File: src/rtl/issue_ctrl.sv
// ---------------------------------------------------------------------------
// issue_ctrl
//
// Purpose:
//   Sits between the instruction queue and the decoder/dispatch stage. It pops
//   the queue head into a one-entry hold register, presents it to the decoder
//   and releases it only when the target station (LSB for loads/stores, RS for
//   everything else) and the ROB both have room. Each issued instruction gets
//   the next wrapping ROB tag. ROB occupancy is tracked with a credit counter
//   (one credit per free ROB entry). A misprediction flush drops the held
//   instruction and restores the tag pointer and credits to their idle values.
//
// Ports:
//   clk                        in   clock, rising-edge state updates
//   rst                        in   asynchronous active-high reset
//   is_empty_from_instr_queue  in   1 = queue has no instruction
//   pc_from_instr_queue        in   PC of queue head
//   instr_from_instr_queue     in   instruction at queue head
//   pop_to_instr_queue         out  dequeue head this cycle (combinational)
//   rs_full                    in   reservation station cannot accept
//   lsb_full                   in   load/store buffer cannot accept
//   commit_from_rob            in   one ROB entry retired (frees one credit)
//   flush                      in   misprediction flush
//   issue_valid                out  held instruction issues this cycle
//   pc_to_dc                   out  held PC
//   instr_to_dc                out  held instruction
//   tag_to_dc                  out  ROB tag for the held instruction
//   to_lsb                     out  1 = target is LSB, 0 = target is RS
//   is_empty_to_dc             out  1 = hold register empty
// ---------------------------------------------------------------------------
module issue_ctrl #(
  parameter int PcLength    = 31,
  parameter int InstrLength = 31,
  parameter int RobDepth    = 16,
  parameter int TagLength   = 3
) (
  input  logic                 clk,
  input  logic                 rst,
  input  logic                 is_empty_from_instr_queue,
  input  logic [PcLength:0]    pc_from_instr_queue,
  input  logic [InstrLength:0] instr_from_instr_queue,
  output logic                 pop_to_instr_queue,
  input  logic                 rs_full,
  input  logic                 lsb_full,
  input  logic                 commit_from_rob,
  input  logic                 flush,
  output logic                 issue_valid,
  output logic [PcLength:0]    pc_to_dc,
  output logic [InstrLength:0] instr_to_dc,
  output logic [TagLength:0]   tag_to_dc,
  output logic                 to_lsb,
  output logic                 is_empty_to_dc
);

  localparam int TagW  = TagLength + 1;
  localparam int CredW = TagLength + 2;

  localparam logic [CredW-1:0] CRED_MAX = CredW'(RobDepth);
  localparam logic [CredW-1:0] CRED_ONE = CredW'(1);
  localparam logic [TagW-1:0]  TAG_ONE  = TagW'(1);
  localparam logic [TagW-1:0]  TAG_ZERO = '0;

  localparam logic [6:0] OP_LOAD  = 7'b0000011;
  localparam logic [6:0] OP_STORE = 7'b0100011;

  typedef enum logic {
    EMPTY = 1'b0,
    FULL  = 1'b1
  } hold_state_t;

  hold_state_t          r_state;
  logic [PcLength:0]    r_pc;
  logic [InstrLength:0] r_instr;
  logic [TagW-1:0]      r_tag;
  logic [CredW-1:0]     r_credits;

  logic w_to_lsb;
  logic w_target_full;
  logic w_can_issue;
  logic w_pop;

  // Credit update: one credit consumed per issue, one returned per commit.
  // A commit arriving while every ROB entry is already free is dropped so the
  // counter never exceeds RobDepth.
  function automatic logic [CredW-1:0] next_credits(
    input logic [CredW-1:0] cur,
    input logic             issue,
    input logic             commit
  );
    logic [CredW-1:0] res;
    res = cur;
    case ({issue, commit})
      2'b10:   res = cur - CRED_ONE;
      2'b01:   res = (cur == CRED_MAX) ? cur : cur + CRED_ONE;
      default: res = cur;
    endcase
    return res;
  endfunction

  // ---- issue decision (combinational from hold register + this cycle) ----
  assign w_to_lsb      = (r_instr[6:0] == OP_LOAD) || (r_instr[6:0] == OP_STORE);
  assign w_target_full = w_to_lsb ? lsb_full : rs_full;
  assign w_can_issue   = (r_state == FULL) && (r_credits != '0) &&
                         !w_target_full && !flush;
  // The hold register can take a new instruction when it is empty or when
  // its current occupant leaves this same cycle.
  assign w_pop         = !flush && !is_empty_from_instr_queue &&
                         ((r_state == EMPTY) || w_can_issue);

  assign issue_valid        = w_can_issue;
  assign pop_to_instr_queue = w_pop;
  assign to_lsb             = w_to_lsb;
  assign pc_to_dc           = r_pc;
  assign instr_to_dc        = r_instr;
  assign tag_to_dc          = r_tag;
  assign is_empty_to_dc     = (r_state == EMPTY);

  // ---- hold register / tag pointer / credits (state at rising edge) ----
  always_ff @(posedge clk or posedge rst) begin
    if (rst) begin
      r_state   <= EMPTY;
      r_pc      <= '0;
      r_instr   <= '0;
      r_tag     <= TAG_ZERO;
      r_credits <= CRED_MAX;
    end else if (flush) begin
      // Downstream structures are emptied in the same cycle, so every ROB
      // entry is free again; pc/instr keep their last value.
      r_state   <= EMPTY;
      r_tag     <= TAG_ZERO;
      r_credits <= CRED_MAX;
    end else begin
      if (w_pop) begin
        r_state <= FULL;
        r_pc    <= pc_from_instr_queue;
        r_instr <= instr_from_instr_queue;
      end else if (w_can_issue) begin
        r_state <= EMPTY;
      end
      // Tag width equals log2(RobDepth), so the natural overflow is the wrap.
      if (w_can_issue) begin
        r_tag <= r_tag + TAG_ONE;
      end
      r_credits <= next_credits(r_credits, w_can_issue, commit_from_rob);
    end
  end

endmodule
File: config.mk
export PLATFORM = sky130hd
export DESIGN_NAME = issue_ctrl
export DESIGN_NICKNAME = d
export VERILOG_FILES = /design/src/rtl/issue_ctrl.sv
export SDC_FILE = /design/constraint.sdc
export NUM_CORES = 1
export LEC_CHECK = 0
export CAP_MARGIN = 20
export CORE_ASPECT_RATIO = 0.7
export CORE_MARGIN = 2
export CORE_UTILIZATION = 46
export DETAILED_ROUTE_END_ITERATION = 10
export PLACE_DENSITY = 0.86
export SYNTH_ARGS = -nofsm -noshare
export SYNTH_HDL_FRONTEND = slang
export SYNTH_SLANG_ARGS = --single-unit
File: constraint.sdc
create_clock -name clk -period 4.7 [get_ports clk]
set_input_delay 0.94 -clock clk [delete_from_list [all_inputs] [get_ports clk]]
set_output_delay 0.94 -clock clk [all_outputs]
set_load 0.05 [all_outputs]
==> results.cfg <==
[power]
cellPowerDensity_nw_per_um2 = 480
share_comb_of_total_power = 0.449
power_frac_clock = 0.198
irDropWorstVdd_mv = 0.273
internal_power_mw = 1.47
fin_total_pwr_mw = 2.43
netSwitchingPower_mw = 0.966
power.sequential.fraction = 0.353
leakagePower_nw = 2.18
netSwitchingFraction = 0.397

[drt]
drt_first_iter_violations = 96
avgRoutedWirePerCell_um = 16.3
avgViaCountPerCell = 4.96
drc_viols = 0
drtPass1Iterations = 4
postRouteAntennaNets = 0
detailroute.via_count = 2331
wl_um = 7650

[cts]
number_of_sinks_handled_by_clock_tree_synthesis = 74
clock_path_buffers = 2
root_buffer = sky130_fd_sc_hd__clkbuf_8
clock_tree_from_tritoncts = yes
clk_pin_slew_ps = 70
clock_tree.htree_level_count = 3
postCtsSetupBuffers = 0
post_cts_hold_buffer_count = 0
cts_resized = 0
tritoncts.num_buffers = 9
clk_latency_ps = 330

[setup_path]
cpLargestDelayFamily = buffers and inverters
timing.critical_path.cells = clkdlybuf4s50_1 > nor2b_1 > a21boi_0 > o22ai_1 > nor2_1 > clkdlybuf4s50_1
cp.required_ps = 3760
timing.reg2reg.setup_slack_ps = 1260
timing.rr.start = r_credits[0]
cp_data_arrival_time_ps = 3120
endpoint_kind_of_the_worst_setup_timing_path = primary output
max_stage_delay_on_crit_path_ps = 810
critPathBufInv = 2
crit_type = in2out
cell_depth_of_the_worst_flop_to_flop_path = 9
critPathLaunchType = input pin
critical_path.slowest_cell = sky130_fd_sc_hd__clkdlybuf4s50_1
path_max_fanout = 4
rr_endpoint = r_credits[4]
crit_path_frequent_cell = sky130_fd_sc_hd__clkdlybuf4s50_1

[floorplanning]
design.core.area_um2 = 7220
chipWidth_um = 107
boundaryPins = 143
die_area_um2 = 8080
fp-row-count = 26
height_of_the_die_um = 75.8
initial_utilization = 0.470

[logic_synthesis]
post-synth-top-count-cell = sky130_fd_sc_hd__dfrtp_1
synth_warnings = 0
synth.yosys.seq_area_share = 0.546
share_of_the_synthesized_area_in_compound_gates_ao_oa_aoi_oai = 0.0613
synth-seq-cells = 74
yosys.area_share.adder = 0.0244
postSynthCellCount = 221
synth_xor_area_frac = 0.0103
syn_area_per_cell_um2 = 15.3
netlist_area_um2 = 3390
yosysTopAreaCell = sky130_fd_sc_hd__dfrtp_1
synth_cell_type_count = 42
synth.cells.most_frequent = sky130_fd_sc_hd__dfrtp_1, sky130_fd_sc_hd__mux2_4, sky130_fd_sc_hd__mux2_2
post_synth_and_or_nand_nor_area_fraction = 0.0531
muxShareOfSynthArea = 0.273
combinational_family_with_the_most_area_after_synthesis = multiplexers
synth-async-reset-ratio = 1.00
number_of_enable_type_register_cells_in_the_synthesized_netlist = 0
synth.top_cell.area_share = 0.539
synth_area_leaders = sky130_fd_sc_hd__dfrtp_1, sky130_fd_sc_hd__mux2_4, sky130_fd_sc_hd__mux2_2, sky130_fd_sc_hd__buf_6, sky130_fd_sc_hd__ha_1
synth_fp_nets = 298
synth_flop_cell = sky130_fd_sc_hd__dfrtp_1

[global_routing]
grtUsageTotal = 0.193
antenna_found_initial = 0
first_global_vias = 2266
grt_max_degree = 65
grt_first_pass_wirelength_um = 11800
sum_of_overflow_across_all_layers_after_global_routing = 0

[placement]
port_buffers = 142
gpl.final_weighted_congestion = 0.852
place_hpwl_um = 5520
post-place-ws_ps = 598

[hold_path]
holdCritPathClass = reg2reg
min_delay_worst_endpoint = pc_to_dc[1]
hold-path-cell-count = 1
hp-start = pc_to_dc[1]

[sta]
report.final.hold_viol_count = 0
fin_ws_ps = 639
clock_skew_ps = 12.0
finalCriticalPeriod_ps = 4060
setup_tns_ps = 0
setup_viol = 0
max_clock_freq_mhz = 246
unrepaired_setup_endpoints_after_global_routing = no
max_slew_headroom = 0.274
period_share = 0.864
final_max_slew_viols = 0
worst_slew_pin_slew_ps = 1090

[cells_and_area]
syn_to_final_growth_pct = 49.4
drive_above_1_share = 0.247
diodes = 0
fin_nets = 445

[run_status]
run_status = finished clean

[job]
drv.max_cap_violation_count = 0
## metal layers
layer  part of all wire  track usage  vias up
li1                   -            -     1095
met1               0.45        0.265     1136
met2               0.47        0.301       87
met3              0.063       0.0539       13
met4              0.017       0.0635        0
met5                  0            0        -
## layout make-up
| type | count | area, um2 |
|---|---|---|
| clock inverter | 6 | 67.6 |
| fill | 536 | 2160 |
| inverter | 5 | 18.8 |
| tap | 98 | 123 |
| timing repair buffer | 145 | 1440 |
| clock buffer | 9 | 124 |
| multi-input combinational | 133 | 1440 |
| sequential | 74 | 1850 |
## how the worst max path moves through the flow
stage                         startpoint                  to  slack [ps]  cells after the start
after detailed placement         rs_full        r_credits[4]         600                     11
after floorplan           instr_to_dc[3]  pop_to_instr_queue        1070                      6
after global routing             rs_full         issue_valid         580                      6
after CTS                        rs_full         issue_valid         690                      6
final                            rs_full         issue_valid         640                      6
after global placement           rs_full         issue_valid         770                      6
## sequential cells by signal, indices dropped and copies added, names as in the netlist
name	flops
tag_to_dc	4
r_credits	5
pc_to_dc	32
instr_to_dc	32
r_state	1
## through the flow
step	hold WS [ps]	utilization	std cells	area, um2
final	508	0.701	470	5070
after global routing	530	0.701	470	5070
after CTS	512	0.701	470	5070
after detailed placement	492	0.675	455	4870
after global placement	490	0.675	455	4870
after floorplan	528	-	221	3390
## power groups by stage
stage	Clock [mW]	Combinational (mW)	Sequential, mW
2_1_floorplan	0	0.385	1.24
3_3_place_gp	0	1.08	0.863
3_5_place_dp	0	1.09	0.867
4_1_cts	0.500	1.10	0.859
5_1_grt	0.527	1.14	0.879
6_report	0.483	1.09	0.858
## placed cells by master (no fill, tap or decap), types with 2 or more instances in the layout
| cell type | n |
|---|---|
| sky130_fd_sc_hd__a211oi_1 | 2 |
| sky130_fd_sc_hd__nor2_1 | 6 |
| sky130_fd_sc_hd__clkbuf_8 | 9 |
| sky130_fd_sc_hd__o31ai_1 | 3 |
| sky130_fd_sc_hd__a21oi_1 | 8 |
| sky130_fd_sc_hd__inv_1 | 4 |
| sky130_fd_sc_hd__o21ai_0 | 2 |
| sky130_fd_sc_hd__buf_4 | 4 |
| sky130_fd_sc_hd__nor3_1 | 2 |
| sky130_fd_sc_hd__mux2_4 | 49 |
| sky130_fd_sc_hd__clkdlybuf4s50_1 | 141 |
| sky130_fd_sc_hd__dfrtp_1 | 73 |
| sky130_fd_sc_hd__nor2b_1 | 2 |
| sky130_fd_sc_hd__or4_1 | 2 |
| sky130_fd_sc_hd__ha_1 | 5 |
| sky130_fd_sc_hd__a211o_1 | 2 |
| sky130_fd_sc_hd__a21o_1 | 2 |
| sky130_fd_sc_hd__nand2_1 | 3 |
| sky130_fd_sc_hd__nand3_1 | 6 |
| sky130_fd_sc_hd__mux2_2 | 16 |
| sky130_fd_sc_hd__clkinvlp_4 | 2 |
| sky130_fd_sc_hd__xnor2_1 | 3 |
## logic make-up (layout without fill, tap and decap cells)
kind of cell | count (synthesis) | in the layout
buf+inv | 14 | 165
fa+ha+maj | 6 | 6
simple gates | 29 | 29
xor+xnor | 4 | 4
mux | 66 | 66
flops | 74 | 74
compound gates | 28 | 28
Note: power is estimated with default switching activity, not from simulation.
